<file path="config.mk">
export PLATFORM = sky130hd
export DESIGN_NAME = instr_fetch_unit
export DESIGN_NICKNAME = d
export VERILOG_FILES = /design/src/rtl/instr_fetch_unit_pkg.sv /design/src/rtl/instr_fetch_unit_next_pc_sel.sv /design/src/rtl/instr_fetch_unit.sv
export SDC_FILE = /design/constraint.sdc
export NUM_CORES = 1
export LEC_CHECK = 0
export CORE_UTILIZATION = 30
export CTS_CLUSTER_SIZE = 16
export DETAILED_ROUTE_END_ITERATION = 8
export PLACE_DENSITY_LB_ADDON = 0.1
export SLEW_MARGIN = 10
export SYNTH_ARGS = -nofsm -noshare
export SYNTH_HDL_FRONTEND = slang
export SYNTH_SLANG_ARGS = --single-unit
export TNS_END_PERCENT = 5
</file>
<file path="constraint.sdc">
create_clock -name clk -period 4.5 [get_ports clk]
set_clock_uncertainty 0.2 [all_clocks]
set_input_delay 0.45 -clock clk [delete_from_list [all_inputs] [get_ports clk]]
set_output_delay 0.45 -clock clk [all_outputs]
set_load 0.03 [all_outputs]
</file>
<file path="src/rtl/instr_fetch_unit_pkg.sv">
// Shared CPU opcode/funct constants, fetch FSM state encoding and branch-target helper.
package cpu_defs_pkg;

  localparam logic [5:0] OP_RTYPE = 6'h00;
  localparam logic [5:0] OP_J     = 6'h02;
  localparam logic [5:0] OP_JAL   = 6'h03;
  localparam logic [5:0] OP_BEQ   = 6'h04;
  localparam logic [5:0] OP_BNE   = 6'h05;
  localparam logic [5:0] FUNCT_JR = 6'h08;

  typedef enum logic {
    S_IDLE = 1'b0,
    S_WAIT = 1'b1
  } ifu_state_e;

  // PC-relative target: sign-extended word offset added to the link address.
  function automatic logic [31:0] branch_target(input logic [31:0] pc_plus4,
                                                input logic [15:0] imm);
    return pc_plus4 + {{14{imm[15]}}, imm, 2'b00};
  endfunction

endpackage

</file>
<file path="src/rtl/instr_fetch_unit_next_pc_sel.sv">
// Combinational next-PC selection applied when a branch/jump is resolved.
module next_pc_sel
  import cpu_defs_pkg::*;
(
  input  logic [31:0] pc_i,
  input  logic [31:0] instr_i,
  input  logic [31:0] pc_plus4_i,
  input  logic        jump_i,
  input  logic        beq_i,
  input  logic        bne_i,
  input  logic        alu_zero_i,
  input  logic [31:0] rs_data_i,
  output logic [31:0] next_pc_o
);

  logic is_jr;
  logic take_branch;

  assign is_jr       = (instr_i[31:26] == OP_RTYPE) && (instr_i[5:0] == FUNCT_JR);
  assign take_branch = (beq_i && alu_zero_i) || (bne_i && !alu_zero_i);

  always_comb begin
    next_pc_o = pc_i;
    if (jump_i && is_jr) begin
      next_pc_o = rs_data_i;
    end else if (jump_i) begin
      next_pc_o = {pc_plus4_i[31:28], instr_i[25:0], 2'b00};
    end else if (take_branch) begin
      next_pc_o = branch_target(pc_plus4_i, instr_i[15:0]);
    end
  end

endmodule

</file>
<file path="src/rtl/instr_fetch_unit.sv">
// Instruction fetch unit: PC, instruction register and fetch FSM.
// Build macro IFU_WAIT_EN enables the imem_valid handshake and the WAIT state.
module instr_fetch_unit
  import cpu_defs_pkg::*;
#(
  parameter logic [31:0] RESET_PC = 32'h0000_0000
) (
  input  logic        clk,
  input  logic        rst_n,
  input  logic        ir_we,
  input  logic [31:0] imem_rdata,
  input  logic        imem_valid,
  input  logic        jump,
  input  logic        beq,
  input  logic        bne,
  input  logic        branch_eval,
  input  logic        alu_zero,
  input  logic [31:0] rs_data,
  output logic [31:0] imem_addr,
  output logic [31:0] instr,
  output logic [5:0]  opcode,
  output logic [5:0]  funct,
  output logic [31:0] pc_cur,
  output logic [31:0] pc_plus4,
  output logic        fetch_busy,
  output logic        fetch_done,
  output logic        proto_err
);

  ifu_state_e  state_q;
  logic [31:0] pc_q;
  logic [31:0] instr_q;
  logic [31:0] pc_cur_q;
  logic        done_q;
  logic        err_q;
  logic [31:0] redirect_pc;

  assign imem_addr  = pc_q;
  assign instr      = instr_q;
  assign opcode     = instr_q[31:26];
  assign funct      = instr_q[5:0];
  assign pc_cur     = pc_cur_q;
  assign pc_plus4   = pc_cur_q + 32'd4;
  assign fetch_done = done_q;
  assign proto_err  = err_q;

  next_pc_sel u_next_pc_sel (
    .pc_i       (pc_q),
    .instr_i    (instr_q),
    .pc_plus4_i (pc_plus4),
    .jump_i     (jump),
    .beq_i      (beq),
    .bne_i      (bne),
    .alu_zero_i (alu_zero),
    .rs_data_i  (rs_data),
    .next_pc_o  (redirect_pc)
  );

`ifdef IFU_WAIT_EN
  logic busy_q;
  assign fetch_busy = busy_q;
`else
  logic unused_imem_valid;
  assign unused_imem_valid = imem_valid;
  assign fetch_busy        = 1'b0;
`endif

  always_ff @(posedge clk) begin
    if (!rst_n) begin
      state_q  <= S_IDLE;
      pc_q     <= RESET_PC;
      pc_cur_q <= RESET_PC;
      instr_q  <= '0;
      done_q   <= 1'b0;
      err_q    <= 1'b0;
`ifdef IFU_WAIT_EN
      busy_q   <= 1'b0;
`endif
    end else begin
      done_q <= 1'b0;
      case (state_q)
        S_IDLE: begin
          // A redirect wins over a coincident fetch request; the fetch is dropped.
          if (branch_eval) begin
            pc_q <= redirect_pc;
            if (ir_we) err_q <= 1'b1;
          end else if (ir_we) begin
`ifdef IFU_WAIT_EN
            if (imem_valid) begin
              instr_q  <= imem_rdata;
              pc_cur_q <= pc_q;
              pc_q     <= pc_q + 32'd4;
              done_q   <= 1'b1;
            end else begin
              state_q <= S_WAIT;
              busy_q  <= 1'b1;
            end
`else
            instr_q  <= imem_rdata;
            pc_cur_q <= pc_q;
            pc_q     <= pc_q + 32'd4;
            done_q   <= 1'b1;
`endif
          end
        end
`ifdef IFU_WAIT_EN
        S_WAIT: begin
          if (ir_we || branch_eval) err_q <= 1'b1;
          if (imem_valid) begin
            instr_q  <= imem_rdata;
            pc_cur_q <= pc_q;
            pc_q     <= pc_q + 32'd4;
            done_q   <= 1'b1;
            state_q  <= S_IDLE;
            busy_q   <= 1'b0;
          end
        end
`endif
        default: state_q <= S_IDLE;
      endcase
    end
  end

endmodule

</file>
# --- After elaboration in Yosys (flattened, before gate mapping) ---
# Cells that the tools add are included.
# Widths: inputs -> output; s select.
word_totals:
  register_bits: 98
  inputBits: 73
  wordCells: 30
  out_inout_bits: 143
op_classes:
  reduce_logical: 12
  bitwise: 2
  n_mux: 6
  addsub: 3
  n_eq_ne: 2
op_table:
  columns: ["cell", "n"]
  rows:
  - ["$mux 32", 5]
  - ["$add 32x3->32 const B", 2]
  - ["$add 32x32->32", 1]
  - ["$eq 6x4->1 const B", 1]
  - ["$logic_not 6->1", 1]
  - ["$reduce_and 2->1", 3]
  - ["$logic_and 1x1->1", 4]
  - ["$ne 4x2->1 const B", 1]
  - ["$not 1->1", 2]
  - ["$reduce_bool 2->1", 1]
  - ["$reduce_or 2->1", 1]
  - ["$logic_not 1->1", 1]
  - ["$logic_or 1x1->1", 1]
  - ["$mux 1", 1]

# --- Logic depth before layout (Yosys ltp) ---
# Gate-level depths: netlist (run 1).
logic_depth:
  ltp_word: 7
  depth_mapped: 16
  ltp_nobuf: 16

# --- Modules after synthesis ---
# A second synthesis (run 1) with hierarchy kept.
unflattened:
  cells_unflattened: 1023
  area_unflattened_um2: 7413.4
by_module_without_submodules:
  columns: ["mod", "cells_each", "instances", "seq_area_each_um2", "area_each_um2"]
  rows:
  - ["instr_fetch_unit", 624, 1, 1961.9, 4857.2]
  - ["next_pc_sel", 399, 1, 0.0, 2556.2]

# --- Worst setup path after synthesis (run 1) ---
# Ideal clock, no wire load.
synth_path:
  path_kind: "register to register"
  from: "register pc_cur_q[2], in the netlist pc_cur[2]"
  to: "register pc_q[28], in the netlist imem_addr[28]"
  setup_time_ps: 122
  slack_ps: 103
  path_stages_with_launch: 16
  n_path_buf: 0
  synth_period_minus_slack_ps: 4397
  t_required_ps: 4178
  t_arrival_ps: 4075
  path_cell_list: "dfxtp_1 -> ha_1 -> nand3_1 -> nor3_2 -> nand4_1 -> nor2_1 -> xor2_1 -> ha_1 -> and3_1 -> nand2_1 -> a2bb2oi_1 -> o2111ai_1 -> a211oi_1 -> o31ai_1 -> xor2_1 -> o311a_1"
synth_between:
  elab_chain_len: 6
synth_rtl:
  columns: ["element", "line", "source"]
  rows:
  - ["from (decl)", "instr_fetch_unit.sv:33", "logic [31:0] pc_cur_q;"]
  - ["from (signal assigned)", "instr_fetch_unit.sv:100", "pc_cur_q <= pc_q;"]
  - ["$add 32x3->32", "instr_fetch_unit.sv:43", "assign pc_plus4 = pc_cur_q + 32'd4;"]
  - ["via pc_plus4[20]", "instr_fetch_unit.sv:24", "output logic [31:0] pc_plus4,"]
  - ["$add 32x32->32", "instr_fetch_unit_pkg.sv:19", "return pc_plus4 + {{14{imm[15]}}, imm, 2'b00};"]
  - ["$mux 32", "instr_fetch_unit_next_pc_sel.sv:28", "end else if (take_branch) begin"]
  - ["$mux 32", "instr_fetch_unit_next_pc_sel.sv:26", "end else if (jump_i) begin"]
  - ["$mux 32", "instr_fetch_unit_next_pc_sel.sv:24", "if (jump_i && is_jr) begin"]
  - ["$mux 32", "instr_fetch_unit.sv:84", "if (branch_eval) begin"]
  - ["to (signal assigned)", "instr_fetch_unit.sv:85", "pc_q <= redirect_pc;"]
  - ["to (signal assigned)", "instr_fetch_unit.sv:101", "pc_q <= pc_q + 32'd4;"]
  - ["to (decl)", "instr_fetch_unit.sv:31", "logic [31:0] pc_q;"]
# The timed path passes the listed nets, and every way through them passes these cells. The select of a mux whose other input is x is not followed.
# A chain may end at the register's enable or synchronous reset.

# --- Worst setup path after layout (run 1) ---
layout_path:
  from: "register pc_cur_q[2], in the netlist pc_cur[2]"
  to: "register pc_q[31], in the netlist imem_addr[31]"
layout_between:
  elab_chain_len: 6
layout_rtl:
  columns: ["element", "line"]
  rows:
  - ["$add 32x3->32 *", "instr_fetch_unit.sv:43"]
  - ["$add 32x32->32", "instr_fetch_unit_pkg.sv:19"]
  - ["$mux 32", "instr_fetch_unit_next_pc_sel.sv:28"]
  - ["$mux 32 *", "instr_fetch_unit_next_pc_sel.sv:26"]
  - ["$mux 32 *", "instr_fetch_unit_next_pc_sel.sv:24"]
  - ["$mux 32 *", "instr_fetch_unit.sv:84"]
# Mark *: on every way between the ends. The rest lies on a longest branch, timed or not. The select of a mux whose other input is x is not followed.

==> results of run 1 <==
[metal layers]
layer	track usage	share of wire	up-vias
met5	0	0	-
met1	0.290	0.45	3541
li1	-	-	3759
met4	0.0671	0.019	0
met3	0.0360	0.056	31
met2	0.390	0.48	256
[critical path: cells and delay by family (launching register included)]
family / cells / cell delay, ns
AO/OA/AOI/OAI: 6 / 0.91
XOR/XNOR: 1 / 0.24
flip-flops: 1 / 0.43
AND/OR/NAND/NOR: 7 / 1.10
adder cells (fa/ha/maj): 2 / 0.63
buffers and inverters: 2 / 0.39
[where the power goes]
| group | leakage, nW | internal (W) | total, W | switching (W) |
|---|---|---|---|---|
| Combinational | 2.65 | 0.000216 | 0.000512 | 0.000296 |
| Clock | 0.140 | 0.000432 | 0.000806 | 0.000375 |
| Sequential | 0.798 | 0.000903 | 0.000957 | 0.0000546 |
[per-stage QoR]
| step | hold slack, ns | util | cells | instance area (um2) | setup slack [ns] |
|---|---|---|---|---|---|
| after CTS | 0.267 | 0.422 | 1420 | 9530 | 0.343 |
| final | 0.267 | 0.423 | 1420 | 9540 | 0.447 |
| after global routing | 0.294 | 0.423 | 1420 | 9540 | 0.0265 |
| after global placement | 0.254 | 0.410 | 1405 | 9250 | 0.407 |
| after floorplan | 0.386 | - | 943 | 6880 | 0.103 |
| after detailed placement | 0.258 | 0.410 | 1405 | 9250 | 0.375 |
[registers in the layout, indices dropped and copies added, names as in the netlist]
name / cells
pc_cur: 32
instr: 32
proto_err: 1
imem_addr: 32
fetch_done: 1
[synthesized netlist by cell type (15+ instances only)]
cell type / n / area share
sky130_fd_sc_hd__nand4_1: 17 / 0.015
sky130_fd_sc_hd__nand3_1: 38 / 0.028
sky130_fd_sc_hd__buf_4: 15 / 0.016
sky130_fd_sc_hd__ha_1: 35 / 0.064
sky130_fd_sc_hd__o21ai_0: 47 / 0.034
sky130_fd_sc_hd__and3_1: 18 / 0.016
sky130_fd_sc_hd__a21o_1: 16 / 0.017
sky130_fd_sc_hd__dfxtp_1: 98 / 0.29
sky130_fd_sc_hd__xor2_1: 27 / 0.034
sky130_fd_sc_hd__nand2_1: 189 / 0.10
sky130_fd_sc_hd__clkbuf_1: 42 / 0.023
sky130_fd_sc_hd__nor2_1: 65 / 0.035
sky130_fd_sc_hd__inv_1: 18 / 0.0098
sky130_fd_sc_hd__xnor2_1: 25 / 0.032
sky130_fd_sc_hd__a21oi_1: 126 / 0.092
[cells by family (layout without fill, tap and decap cells)]
| kind of cell | after synthesis | count (layout) | synth area share |
|---|---|---|---|
| DFF | 98 | 98 | 0.285 |
| xor gates and xnor gates | 53 | 53 | 0.0686 |
| AOI/OAI and AO/OA | 281 | 281 | 0.249 |
| and+or+nand+nor | 385 | 385 | 0.261 |
| buffers and inverters | 81 | 273 | 0.0568 |
| muxes | 8 | 8 | 0.0124 |
| other | 1 | 1 | 0.000545 |
| adders and majority gates | 36 | 36 | 0.0666 |
[how the worst max path moves through the flow]
stage | end | slack, ns | start | depth (start not counted)
2_1_floorplan | imem_addr[28] | 0.10 | pc_cur[2] | 15
3_3_place_gp | imem_addr[28] | 0.41 | pc_cur[2] | 16
3_5_place_dp | imem_addr[28] | 0.37 | pc_cur[2] | 16
4_1_cts | imem_addr[28] | 0.34 | pc_cur[2] | 16
5_1_grt | imem_addr[31] | 0.03 | pc_cur[2] | 18
6_report | imem_addr[31] | 0.45 | pc_cur[2] | 18
[layout make-up]
| class | count | area (um2) |
|---|---|---|
| clock buffers | 11 | 233 |
| clock inverters | 4 | 52.6 |
| fillers | 2359 | 13000 |
| inverters | 18 | 67.6 |
| multi-input cells | 764 | 4540 |
| flip-flops and latches | 98 | 1960 |
| well taps | 285 | 357 |
| repair buffers | 240 | 2330 |
[timing repair]
action | CTS | global route
resized for setup | 0 | 1
setup endpoints to repair | 0 | 1
hold buffers | 0 | 0
setup buffers | 0 | 0
==> results.txt, run 1 <==
----------------------------------------------------
[Run status]
  Status ... completed

[Hold path]
  Hold crit path type ... reg2reg
  Worst-case hold path end point ... instr[24]
  Hold path start ... instr[24]
  Number of stages on the worst hold path ... 2

[GRT]
  Via count of the first global-routing pass ... 7,160
  Number of antenna violations at the first check in global routing ... 0
  First-pass GRT wire length ... just over 40,000 um
  Overall track demand over capacity in global routing ... 0.227
  Maximum number of pins on one net before global-route repair ... between 70 and 80
  Final global-route overflow total ... 0

[Synth]
  Register area share after synthesis ... 0.285
  Ys Warns ... 0
  Total nets after synthesis ... 1,052
  EDFF count, synth ... 0
  Mean instance size in the synthesized netlist ... between 7 and 8 um2
  Synthesized area ... 6880 um2
  Post-Synthesis Cells ... approximately 940
  Distinct cell type count of the synthesized netlist ... between 60 and 70
  Primary FF master, synth ... sky130_fd_sc_hd__dfxtp_1
  Fraction of registers with async set/reset ... 0
  Register bit total from synthesis ... between 90 and 100

[Setup path]
  Crit path kind ... reg2reg
  Crit path largest cell delay ... 0.43 ns
  Slowest stage cell, crit path ... sky130_fd_sc_hd__dfxtp_1
  List of cells traversed by the critical path ... ha_1, nand3_1, nor3_2, buf_4, nand4_1, buf_4, nor2_1, nand2_1, xnor2_1, ha_1, a21oi_1, o21ai_0, a21oi_1, nor2_1, o21ai_0, a21bo_2, a2111oi_0, or3_1
  Critical Path Sink Type ... register
  Worst setup slack for register-to-register paths ... approximately 0.45 ns
  Arrival time reported for the critical path endpoint ... between 4 and 5 ns
  Number of cells on the worst reg-to-reg path ... 18
  Required time reported for the critical path endpoint ... ~4.5 ns
  Reg2reg end ... imem_addr[31]
  Origin of the critical flop-to-flop path ... pc_cur[2]
  Crit-path max FO ... 6
  Startpoint class of the critical path ... register

[Timing]
  Number of endpoints with negative hold slack in the final report ... 0
  RSZ-0062 raised after global routing ... false
  Least-Margin Pin Slew ... around 0.85 ns
  Fmax ... about 250 MHz
  Share of the clock period used by the worst path after layout ... 0.901
  Setup Total Neg Slack ... 0 ns
  Max-slew violation count ... 0
  Time the worst path needs with I/O delays and setup ... 4.05 ns
  Final number of setup-violating endpoints ... 0
  Max-Slew Margin vs Limit ... 0.434

[Routing]
  Via count normalized by instance count ... between 5 and 6
  Number of iterations in the first detailed-routing pass ... 5
  DRC violation count after routing ... 0
  Violation count after the first detailed-routing iteration ... approximately 500
  Total number of vias ... between 7,000 and 8,000
  ANT nets after route ... 0
  Post-DR wirelength/cell ... ~19 um
  Total routed wirelength ... approximately 27,000 um

[Clocking]
  Clock buffers created by TritonCTS ... 9
  Skew-Pair Late Insertion Delay ... approximately 0.36 ns
  CTS tree ... yes
  Number of H-tree levels ... 3
  Clock Sinks ... between 90 and 100
  Clock-pin slew reported for the worst setup and hold paths after clock tree synthesis ... approximately 0.07 ns
  CTS Root Buffer Type ... sky130_fd_sc_hd__clkbuf_16
  Maximum clock insertion buffer count ... 2

[Power and ir drop]
  Leak Pwr ... 3.59 nW
  Post-layout total power ... 0.00228 W
  Peak supply drop ... approximately 180 uV
  PwrDens ... ~240 nW/um2

[Floorplan]
  DIE AREA ... about 24,000 um2
  Effective utilization at floorplan ... 0.305
  Floorplan die width ... approximately 150 um
  Area inside the core boundary ... 22,600 um2
  Die Ht ... around 150 um
  Rows ... 55
  Top Ports ... about 220

[Final layout]
  Net total in the final layout ... approximately 1,200
  Commonest non-fill, non-tap cell in the layout ... sky130_fd_sc_hd__clkdlybuf4s50_1
  Area delta synth->final ... 38.7%
  Fraction of final layout cells sized beyond drive strength 1 ... 0.0546
  Diodes inserted ... 0
  Top library cells by usage in the layout, fill and taps aside ... 212 x sky130_fd_sc_hd__clkdlybuf4s50_1, 188 x sky130_fd_sc_hd__nand2_1, 126 x sky130_fd_sc_hd__a21oi_1

[Placed design]
  PortBufs ... 213
  Final weighted congestion in routability-driven placement ... ~0.85
  Detailed placer's ending HPWL ... around 20,000 um

[Job]
  Max-cap violations ... 0

----------------------------------------------------
(Power assumes the default switching activity.)
==> inputs of run 2 (changes only) <==
CORE_UTILIZATION = 48   (was 30)
==> results.txt, run 2 (synthesized netlist as in run 1, its figures left out) <==
----------------------------------------------------
[Placed design]
  Number of cells in the design after placement ... 1,295 (-7.8%)
  PortBufs ... 213 (unchanged)
  Final weighted congestion in routability-driven placement ... 0.898 (+5.2%)
  Detailed placer's ending HPWL ... 17,600 um (-11%)

[Floorplan]
  Die Ht ... 122 um (-21%)
  Effective utilization at floorplan ... 0.493 (+0.189)
  DIE AREA ... 14,800 um2 (-37%)
  Rows ... 43 (-22%)
  Area inside the core boundary ... 13,900 um2 (-38%)
  Floorplan die width ... 122 um (-21%)
  Top Ports ... 216 (unchanged)

[Hold path]
  Hold crit path type ... reg2reg

[Routing]
  Via count normalized by instance count ... 5.80 (+8.5%)
  Total routed wirelength ... 23,800 um (-11%)
  Post-DR wirelength/cell ... 18.2 um (-3.7%)
  ANT nets after route ... 0 (unchanged)
  Number of iterations in the first detailed-routing pass ... 5 (unchanged)
  DRC violation count after routing ... 0 (unchanged)
  Violation count after the first detailed-routing iteration ... 523 (+5.4%)
  Total number of vias ... 7,603 (+0.21%)

[Timing]
  Setup Total Neg Slack ... 0 ns (unchanged)
  Final number of setup-violating endpoints ... 0 (unchanged)
  RSZ-0062 raised after global routing ... false
  Number of endpoints with negative hold slack in the final report ... 0 (unchanged)
  Least-Margin Pin Slew ... 0.846 ns (-0.00312 ns)
  Fmax ... 242 MHz (-1.8%)
  Max-slew violation count ... 0 (unchanged)
  Share of the clock period used by the worst path after layout ... 0.917 (+0.0167)
  Time the worst path needs with I/O delays and setup ... 4.13 ns (+0.0750 ns)
  Max-Slew Margin vs Limit ... 0.431 (-0.00262)

[Setup path]
  Crit path kind ... reg2reg
  Required time reported for the critical path endpoint ... 4.55 ns (about the same)
  Crit path largest cell delay ... 0.42 ns (about the same)
  Crit-path max FO ... 7 (+1)
  Startpoint class of the critical path ... register
  Critical Path Sink Type ... register
  Arrival time reported for the critical path endpoint ... 4.18 ns (+0.09 ns)
  Buf/Inv on CP ... 1 (-1)
  List of cells traversed by the critical path ... ha_1, nand3_1, nor3_2, buf_4, nand4_1, nor2_1, xor2_1, ha_1, and3_1, nand2_1, a2bb2oi_1, o2111ai_1, a211oi_1, o31ai_1, xor2_1, o311a_1
  Cell family with the largest share of critical-path delay ... compound AO/OA/AOI/OAI gates
  Slowest stage cell, crit path ... sky130_fd_sc_hd__dfxtp_1

[Clocking]
  Hold Buf Count CTS ... 0 (unchanged)
  Number of gates given a new drive strength after cts ... 0 (unchanged)
  CTS Root Buffer Type ... sky130_fd_sc_hd__clkbuf_16
  CTS tree ... yes
  Clock buffers created by TritonCTS ... 9 (unchanged)
  Clock-pin slew reported for the worst setup and hold paths after clock tree synthesis ... 0.07 ns (about the same)
  Number of H-tree levels ... 3 (unchanged)
  Skew-Pair Late Insertion Delay ... 0.35 ns (about the same)
  Maximum clock insertion buffer count ... 2 (unchanged)
  Clock Sinks ... 98 (unchanged)
  Setup bufs post-CTS ... 0 (unchanged)

[Run status]
  Status ... completed

[Final layout]
  Commonest non-fill, non-tap cell in the layout ... sky130_fd_sc_hd__clkdlybuf4s50_1
  Utilization after layout ... 0.676 (+0.254)
  Net total in the final layout ... 1,235 (-0.40%)
  Final instance count without filler cells ... 1,311 (-7.7%)
  Area delta synth->final ... 37.1%
  Top library cells by usage in the layout, fill and taps aside ... 213 x sky130_fd_sc_hd__clkdlybuf4s50_1, 188 x sky130_fd_sc_hd__nand2_1, 126 x sky130_fd_sc_hd__a21oi_1
  Fraction of final layout cells sized beyond drive strength 1 ... 0.0513 (-0.00334)
  Diodes inserted ... 0 (unchanged)

[Power and ir drop]
  Leak Pwr ... 3.59 nW (about the same)
  PwrDens ... 250 nW/um2 (+4.8%)
  Peak supply drop ... 153 uV (-15%)

[GRT]
  First-pass GRT wire length ... 37,300 um (-10%)
  Maximum number of pins on one net before global-route repair ... 72 (unchanged)
  Final global-route overflow total ... 0 (unchanged)
  Peak-usage layer in the global routing report ... met2
  Met1 track demand over resource ... 0.411 (+0.121)
  Number of antenna violations at the first check in global routing ... 0 (unchanged)
  Met3 Use GR ... 0.0435 (+0.00753)
  Global Route met2 Usage ... 0.551 (+0.162)
  Overall track demand over capacity in global routing ... 0.324 (+0.0973)
  Via count of the first global-routing pass ... 7,212 (+0.73%)

[Job]
  Max-cap violations ... 0 (unchanged)

----------------------------------------------------
[run 2: final cells by class]
| type | count | area [um2] |
|---|---|---|
| well taps | 180 | 225 |
| inverters | 18 | 67.6 |
| clock buffers | 13 | 270 |
| repair buffers | 235 | 2300 |
| clock inverters | 3 | 68.8 |
| fillers | 1234 | 4510 |
| multi-input cells | 764 | 4540 |
| flip-flops and latches | 98 | 1960 |
[run 2: layer usage]
| layer | share of wire | vias up |
|---|---|---|
| met3 | 0.064 | 44 |
| met1 | 0.43 | 3527 |
| li1 | - | 3747 |
| met4 | 0.028 | 0 |
| met2 | 0.48 | 285 |
| met5 | 0 | - |
[run 2: worst register-to-register path, stage by stage, from the launching register on]
cell and delay (ns):
sky130_fd_sc_hd__dfxtp_1 0.42, sky130_fd_sc_hd__ha_1 0.28, sky130_fd_sc_hd__nand3_1 0.16, sky130_fd_sc_hd__nor3_2 0.21
sky130_fd_sc_hd__buf_4 0.22, sky130_fd_sc_hd__nand4_1 0.14, sky130_fd_sc_hd__nor2_1 0.14, sky130_fd_sc_hd__xor2_1 0.21
sky130_fd_sc_hd__ha_1 0.35, sky130_fd_sc_hd__and3_1 0.20, sky130_fd_sc_hd__nand2_1 0.10, sky130_fd_sc_hd__a2bb2oi_1 0.21
sky130_fd_sc_hd__o2111ai_1 0.21, sky130_fd_sc_hd__a211oi_1 0.33, sky130_fd_sc_hd__o31ai_1 0.16, sky130_fd_sc_hd__xor2_1 0.16
sky130_fd_sc_hd__o311a_1 0.33
[run 2: path summary, 6_finish.rpt]
path,start,endpoint,slack [ns],cells past startpoint
worst min-delay path,proto_err,proto_err,0.27,2
worst max register to register,pc_cur[2],imem_addr[28],0.37,16
worst max-delay path,pc_cur[2],imem_addr[28],0.37,16
worst min register to register,proto_err,proto_err,0.27,2
[run 2: report_power, final]
part | leakage (nW) | switching (W) | internal (W)
logic | 2.62 | 0.000290 | 0.000217
registers | 0.798 | 0.0000549 | 0.000903
clock network | 0.166 | 0.000356 | 0.000536
[run 2: through the flow]
step	power (W)	worst slack [ns]	hold slack (ns)	instance area, um2
finish	0.00236	0.372	0.269	9430
global route	0.00244	0.0889	0.304	9430
floorplan	0.00125	0.103	0.386	6880
detailed placement	0.00148	0.287	0.254	9080
global placement	0.00147	0.355	0.253	9080
CTS	0.00236	0.278	0.268	9420
==> inputs of run 3 (changes only) <==
SLEW_MARGIN = 20   (was 10)
==> results of run 3 <==
No change in the layout: final DEF, timing and power equal those of run 2.
